<file path="src/rtl/pc_seq_pkg.sv">
// Shared types and defaults for the RV32I program-counter sequencer.
package pc_seq_pkg;

    localparam int unsigned DEFAULT_XLEN         = 32;
    localparam logic [31:0] DEFAULT_RESET_VECTOR = 32'h0000_0000;
    localparam int unsigned INSTR_ALIGN          = 4;
    localparam int unsigned ALIGN_BITS           = $clog2(INSTR_ALIGN);
    localparam int unsigned INSTRET_W            = 32;

    typedef enum logic [1:0] {
        IDLE  = 2'd0,
        FETCH = 2'd1,
        EXEC  = 2'd2,
        TRAP  = 2'd3
    } state_t;

endpackage

</file>
<file path="src/rtl/next_pc_calc.sv">
// Combinational next-PC select (JALR > JAL/branch > sequential) with alignment check.
module next_pc_calc
    import pc_seq_pkg::*;
#(
    parameter int unsigned XLEN = DEFAULT_XLEN
) (
    input  logic [XLEN-1:0] pc,
    input  logic [XLEN-1:0] imm,
    input  logic [XLEN-1:0] rs1,
    input  logic            br_taken,
    input  logic            jump,
    input  logic            jump_reg,
    output logic [XLEN-1:0] next_pc,
    output logic            misaligned
);

    logic [XLEN-1:0] jalr_sum;
    logic [XLEN-1:0] rel_sum;
    logic [XLEN-1:0] seq_pc;

    assign jalr_sum = rs1 + imm;
    assign rel_sum  = pc + imm;
    assign seq_pc   = pc + XLEN'(INSTR_ALIGN);

    always_comb begin
        next_pc = seq_pc;
        if (jump_reg) begin
            next_pc = jalr_sum & ~XLEN'(1);
        end else if (jump || br_taken) begin
            next_pc = rel_sum;
        end
    end

    // Checked after the JALR bit0 clear, so only bit 1 can fire on that path.
    assign misaligned = |next_pc[ALIGN_BITS-1:0];

endmodule

</file>
<file path="src/rtl/pc_sequencer.sv">
// Multi-cycle fetch/execute PC controller with misaligned-target trap and retire counter.
module pc_sequencer
    import pc_seq_pkg::*;
#(
    parameter int unsigned     XLEN         = DEFAULT_XLEN,
    parameter logic [XLEN-1:0] RESET_VECTOR = XLEN'(DEFAULT_RESET_VECTOR)
) (
    input  logic                 clk,
    input  logic                 rst_n,
    output logic                 imem_req,
    output logic [XLEN-1:0]      imem_addr,
    input  logic                 imem_ack,
    output logic                 instr_valid,
    input  logic                 exec_done,
    input  logic                 br_taken,
    input  logic                 jump,
    input  logic                 jump_reg,
    input  logic [XLEN-1:0]      imm,
    input  logic [XLEN-1:0]      rs1,
    output logic [XLEN-1:0]      pc,
    output logic [XLEN-1:0]      pc_plus4,
    output logic                 trap,
    output logic [INSTRET_W-1:0] instret
);

    state_t          state;
    state_t          state_next;
    logic [XLEN-1:0] next_pc;
    logic            misaligned;
    logic            retire;
    logic            fault;

    next_pc_calc #(.XLEN(XLEN)) u_next_pc (
        .pc         (pc),
        .imm        (imm),
        .rs1        (rs1),
        .br_taken   (br_taken),
        .jump       (jump),
        .jump_reg   (jump_reg),
        .next_pc    (next_pc),
        .misaligned (misaligned)
    );

    always_ff @(posedge clk) begin
        if (!rst_n) begin
            state <= IDLE;
        end else begin
            state <= state_next;
        end
    end

    // Next state plus the state-decoded strobes.
    always_comb begin
        state_next  = state;
        imem_req    = 1'b0;
        instr_valid = 1'b0;
        retire      = 1'b0;
        fault       = 1'b0;
        case (state)
            IDLE: begin
                state_next = FETCH;
            end
            FETCH: begin
                imem_req = 1'b1;
                if (imem_ack) begin
                    state_next = EXEC;
                end
            end
            EXEC: begin
                instr_valid = 1'b1;
                if (exec_done) begin
                    if (misaligned) begin
                        fault      = 1'b1;
                        state_next = TRAP;
                    end else begin
                        retire     = 1'b1;
                        state_next = FETCH;
                    end
                end
            end
            TRAP: begin
                state_next = TRAP;
            end
            default: begin
                state_next = IDLE;
            end
        endcase
    end

    // pc only moves on a clean retire, so a trap leaves the faulting address visible.
    always_ff @(posedge clk) begin
        if (!rst_n) begin
            pc      <= RESET_VECTOR;
            instret <= '0;
            trap    <= 1'b0;
        end else begin
            if (retire) begin
                pc      <= next_pc;
                instret <= instret + INSTRET_W'(1);
            end
            if (fault) begin
                trap <= 1'b1;
            end
        end
    end

    assign imem_addr = pc;
    assign pc_plus4  = pc + XLEN'(INSTR_ALIGN);

endmodule

</file>
<file path="config.mk">
export PLATFORM = sky130hd
export DESIGN_NAME = pc_sequencer
export DESIGN_NICKNAME = d
export VERILOG_FILES = /design/src/rtl/pc_seq_pkg.sv /design/src/rtl/next_pc_calc.sv /design/src/rtl/pc_sequencer.sv
export SDC_FILE = /design/constraint.sdc
export NUM_CORES = 1
export LEC_CHECK = 0
export ABC_AREA = 1
export CAP_MARGIN = 20
export CORE_UTILIZATION = 35
export CTS_BUF_LIST = sky130_fd_sc_hd__clkbuf_4 sky130_fd_sc_hd__clkbuf_8
export DETAILED_ROUTE_END_ITERATION = 6
export PLACE_DENSITY = 0.69
export SETUP_SLACK_MARGIN = 0.4
export SYNTH_ARGS = -nofsm -noshare
export SYNTH_HDL_FRONTEND = slang
export SYNTH_SLANG_ARGS = --single-unit
</file>
<file path="constraint.sdc">
create_clock -name clk -period 5.24 [get_ports clk]
set_input_delay 1.048 -clock clk [delete_from_list [all_inputs] [get_ports clk]]
set_output_delay 1.048 -clock clk [all_outputs]
set_load 0.1 [all_outputs]
</file>
==> results.cfg, run 1 <==
[clock_network]
cts.path.max_buffers = 2
hold_buffers = 0
cts_setup_buffers = 0
path_clk_slew_ps = 90
clockRootBuffer = clkbuf_8
cts_sinks = 67
cts-resized-gates = 0
cts_tree = built
cts_htree_levels = 3
insertion_delay_ps = 380
cts-buffers-inserted = 9

[cells_and_area]
fin_util_pct = 44.8
final_common_cell = nand2_1
final-seq-area_um2 = 1340
fin_nets = 1943
fill_cells = 2737
multi_input_area_um2 = 6400
n_antenna_cell = 0
final_cell_mix = 555 x nand2_1, 245 x inv_1, 200 x clkdlybuf4s50_1
final_layout_size_suffix_gt1_share_pct = 2.65
syn_to_final_growth_pct = 24.9

[critical_path]
cp.buffers_inverters = 1
critPathArrivalTime_ps = 3400
cpPeakStageDelay_ps = 1180
start_kind = flop
critPathTopFamily = buffers and inverters
crit_type = flop to primary output
crit_fanout = 8
cp_data_required_time_ps = 4190
crit_path_end_kind = primary output
cpMostUsedCell = nand2_1
cp_slowest_cell = clkdlybuf4s50_1
worstPathCellList = nand2_1 -> nor2_1 -> nand2_1 -> nor3_1 -> nand2_1 -> xnor2_1 -> clkdlybuf4s50_1

[drt]
vias = 11030
via_per_inst = 5.15
firstDrtPassIters = 7
remaining_drc_errors = 3
antenna_left = 0
drt_iter0_drc = 1078
wl_per_cell_um = 17.6
wl_mm = 37.6

[sta]
drv_slew = 0
finalCritPeriodShare_pct = 84.8
relSlewSlack_pct = 29.6
hold_viol_final = 0
setup_viol = 0
rsz0062_at_grt = no
tns_ps = 0
period_needed_ps = 4440
finClkSkew_ps = 18.9
worst_pin_slew_ps = 1050
fmax_mhz = 225

[logic_synthesis]
avgSynthCellArea_um2 = 5.50
yosysSeqAreaShare_pct = 14.8
synth_fp_nets = 1787
yosysUniqueCellTypes = 44
synth_edf_count = 0
synthCells = 1651
syn-cell-area_um2 = 9080
async_reset_ff_share_pct = 0
ys_warn_count = 0
ys.flop_type = dfxtp_1
ys_seq_elements = 67

[global_routing]
gr-total-overflow = 0
grt_first_pass_wirelength_mm = 57.4
grt_start_max_net_pins = 50
use_met1_pct = 37.8
antenna_found_initial = 0
use_met3_pct = 5.89
grt_busiest_layer = met2
grt_usage_pct = 28.3
grt_pass1_vias = 10116
grt_use_met2_pct = 44.8

[worst_hold_path]
min-delay-path-class = flop to flop

[die]
die_h_um = 163
row_count = 58
start_util_pct = 35.9
dieArea_um2 = 26600
core_area_um2 = 25300
ios = 202
die_w_um = 163

[placement]
gp_congestion = 0.979
port_buffers = 201
dp_hpwl_mm = 30.7

[flow_run]
cap_viol_max_count = 0

[power]
p_per_area_nw_per_um2 = 155
peakVddDrop_v = 0.000114
power_leakage_nw = 5.49

[outcome]
violations = design-rule violations
status = finished with violations
-- state kept, by name (all words and copies together) (netlist names) --
register and cells:
state 2, imem_addr 32, instret 32, trap 1
-- area by class of cell --
cell class                 count  share of cell area [%]
clock buffer                  11                    1.22
clock inverter                 5                   0.342
inverter                     251                    8.33
multi-input combinational   1269                    56.4
sequential                    67                    11.8
tap                          330                    3.64
timing repair buffer         209                    18.2
-- worst reg2reg max path: stages, from the launching register on --
cell and delay, ps:
dfxtp_1 430, ha_1 210, fa_1 420, nor2_1 110, a21oi_1 70, o31ai_1 80, nand2_1 140, inv_2 90
nand2_2 70, inv_4 440, buf_4 410, o21ai_0 120, a21o_1 170, inv_1 40
-- worst paths after layout --
kind                      start      endpoint  slack (ps)  cells past startpoint
setup reg to reg   imem_addr[0]  imem_addr[8]        2380                     13
hold / removal             trap          trap         460                      2
hold reg to reg            trap          trap         460                      2
setup / recovery  imem_addr[18]  pc_plus4[27]         800                      7
-- power by group --
group / internal [W] / leakage (nW) / switching, W
sequential: 0.000518 / 0.541 / 0.0000210
combinational: 0.000243 / 4.86 / 0.000556
clock: 0.000185 / 0.0907 / 0.000235
-- synth_stat cells, drive strengths merged (2+ instances only) --
master  instances  area [um^2]
o21ai          60          300
clkbuf         16         60.1
o211ai          7         52.6
dfxtp          67         1340
nand2         558         2100
nand4          20          125
a21oi         112          561
o21a            5         37.5
ha             63          788
nor3           40          210
or2             4         25.0
a31oi           6         37.5
fa              2         40.0
o21bai         12         90.1
xnor2          18          158
xor2           39          342
nand3         134          686
and2            3         18.8
nor2          156          606
buf            48          338
a21o            4         30.0
nand3b          8         60.1
inv           250          941
nor4           10         68.8
o31ai           2         15.0
-- metal layers --
metal	up-vias	share of wire (%)
met3	65	8.5
li1	5555	-
met4	0	3.4
met5	-	0
met2	486	44
met1	4924	45
-- cell families after synthesis --
kind of cell / after synthesis / synth area share (%)
AND/OR/NAND/NOR: 935 / 43.1
adder cells (fa/ha/maj): 65 / 9.12
XOR/XNOR: 57 / 5.50
AO/OA/AOI/OAI: 212 / 12.7
flip-flops: 67 / 14.8
buffers and inverters: 315 / 14.8
-- stage by stage --
step                      instances  setup slack [ps]  instance area [um^2]  hold WS [ps]  power (W)
after detailed placement       2126              1270                 11200           444    0.00134
after global placement         2126              1210                 11200           448    0.00134
after floorplan                1651               774                  9080           555    0.00109
after global routing           2142               727                 11300           469    0.00185
final                          2142               796                 11300           462    0.00176
after CTS                      2142               871                 11300           461    0.00176
No activity file was read; power rests on OpenSTA's default activity.
==> run 2, diff against run 1 <==
--- a/config.mk
+++ b/config.mk
@@ -10,7 +10,7 @@
 export CORE_UTILIZATION = 35
 export CTS_BUF_LIST = sky130_fd_sc_hd__clkbuf_4 sky130_fd_sc_hd__clkbuf_8
 export DETAILED_ROUTE_END_ITERATION = 6
-export PLACE_DENSITY = 0.69
+export PLACE_DENSITY = 0.71
 export SETUP_SLACK_MARGIN = 0.4
 export SYNTH_ARGS = -nofsm -noshare
 export SYNTH_HDL_FRONTEND = slang
==> constraint.sdc (replaced) <==
create_clock -name clk -period 3.8 [get_ports clk]
set_input_delay 0.76 -clock clk [delete_from_list [all_inputs] [get_ports clk]]
set_output_delay 0.76 -clock clk [all_outputs]
set_load 0.1 [all_outputs]
==> run 2 against run 1 <==
Against the previous run: sequential share of layout area shrank 0.13 points; highest routed layer unchanged; global-route usage grew 0.41 points; final area grew 2.0%; the flow now finishes without violations.
==> results.cfg, run 2 (same netlist as run 1, synthesis figures left out) <==
[outcome]
status = finished, final reports clean

[drt]
wl_mm = 38.4
drt_iter0_drc = 1208
firstDrtPassIters = 6
remaining_drc_errors = 0
wl_per_cell_um = 17.8
via_per_inst = 5.24
vias = 11283
antenna_left = 0

[critical_path]
critPathArrivalTime_ps = 2550
crit_path_end_kind = primary output
crit_type = flop to primary output
r2r_cells = 13
reg2reg_slack_ps = 1160
crit_path_start = imem_addr[11]
crit_fanout = 7
r2r_end = imem_addr[19]
cp_data_required_time_ps = 3040
start_kind = flop
cp-endpoint = pc_plus4[30]
r2r_start = imem_addr[0]

[die]
die_w_um = 163
row_count = 58
die_h_um = 163
dieArea_um2 = 26600
core_area_um2 = 25300
ios = 202
start_util_pct = 35.9

[sta]
setup_ws_ps = 491
relSlewSlack_pct = 33.0
hold_viol_final = 0
period_needed_ps = 3310
setup_viol = 0
tns_ps = 0
rsz0062_at_grt = no
drv_slew = 0
fmax_mhz = 302
finClkSkew_ps = 9.09
finalCritPeriodShare_pct = 87.1
worst_pin_slew_ps = 1000

[global_routing]
grt_start_max_net_pins = 40
gr-total-overflow = 0
grt_pass1_vias = 10236
grt_usage_pct = 28.7
grt_first_pass_wirelength_mm = 58.1
antenna_found_initial = 0

[clock_network]
cts.path.max_buffers = 2
insertion_delay_ps = 380
cts_setup_buffers = 0
clockRootBuffer = clkbuf_8
path_clk_slew_ps = 80
cts_htree_levels = 3
cts-buffers-inserted = 9
cts_sinks = 67
cts_tree = built

[worst_hold_path]
min-delay-path-class = flop to flop

[cells_and_area]
fin_util_pct = 45.7
final_area_um2 = 11600
stdcell_count = 2152
fin_nets = 1953
final_layout_size_suffix_gt1_share_pct = 7.03
n_antenna_cell = 0
final_cell_mix = 555 x nand2_1, 245 x inv_1, 157 x clkdlybuf4s50_1
syn_to_final_growth_pct = 27.5
final_common_cell = nand2_1

[placement]
port_buffers = 201
dp.cells = 2136
gp_congestion = 1.01
place_ws_ps = 351
dp_hpwl_mm = 32.0
placed_cell_area_um2 = 11400

[power]
peakVddDrop_v = 0.000146
p_per_area_nw_per_um2 = 218
power_leakage_nw = 5.69

[flow_run]
cap_viol_max_count = 0
## run 2: changes by cell type in the layout (fill, tap and decap cells not counted), sizes merged
| cell | before | now |
|---|---|---|
| clkdlybuf4s50 | 200 | 157 |
| bufinv | 0 | 1 |
| clkinv | 4 | 3 |
| buf | 9 | 62 |
## run 2: routing by layer
| metal | wire length [um] | part of all wire (%) | track usage (%) | up-vias |
|---|---|---|---|---|
| met5 | 0 | 0 | 0 | - |
| met4 | 1090 | 2.8 | 8.54 | 0 |
| met3 | 3350 | 8.7 | 3.10 | 66 |
| met2 | 16700 | 43 | 44.6 | 505 |
| met1 | 17300 | 45 | 41.3 | 5155 |
| li1 | - | - | - | 5557 |
## run 2: where the power goes
group	switching [W]	total (W)	internal [W]
Sequential	0.0000283	0.000743	0.000715
Clock	0.000311	0.000652	0.000341
Combinational	0.000787	0.00113	0.000339
Total	0.00113	0.00252	0.00140
## run 2: layout make-up
| type | instances | area, um^2 |
|---|---|---|
| fill | 2703 | 13800 |
| multi-input combinational | 1269 | 6600 |
| timing repair buffer | 219 | 2050 |
| sequential | 67 | 1350 |
| inverter | 251 | 945 |
| tap | 330 | 413 |
| clock buffer | 11 | 151 |
| clock inverter | 5 | 60.1 |
## run 2: per-stage QoR
step / hold WS (ps) / power, W
2_1_floorplan: 555 / 0.00151
3_3_place_gp: 486 / 0.00185
3_5_place_dp: 495 / 0.00186
4_1_cts: 506 / 0.00250
5_1_grt: 524 / 0.00264
6_report: 508 / 0.00252
## run 2: worst min-delay path by stage
stage	from	end	cells past startpoint
3_5_place_dp	instret[31]	instret[31]	2
5_1_grt	trap	trap	2
2_1_floorplan	state[0]	state[1]	4
6_report	trap	trap	2
4_1_cts	instret[31]	instret[31]	2
3_3_place_gp	instret[31]	instret[31]	2
## run 2: timing repair
item | 4_1_cts | 5_1_grt
setup endpoints to repair | 0 | 2
hold buffers | 0 | 0
resized for setup | 0 | 2
## run 2: worst max-delay path, stage by stage, from the launching register on
cell and delay, ps:
dfxtp_1 590, nand2_1 210, nor2_1 170, nand2_1 140, nor2_1 470, nand3_1 170
nand2_1 110, buf_4 300
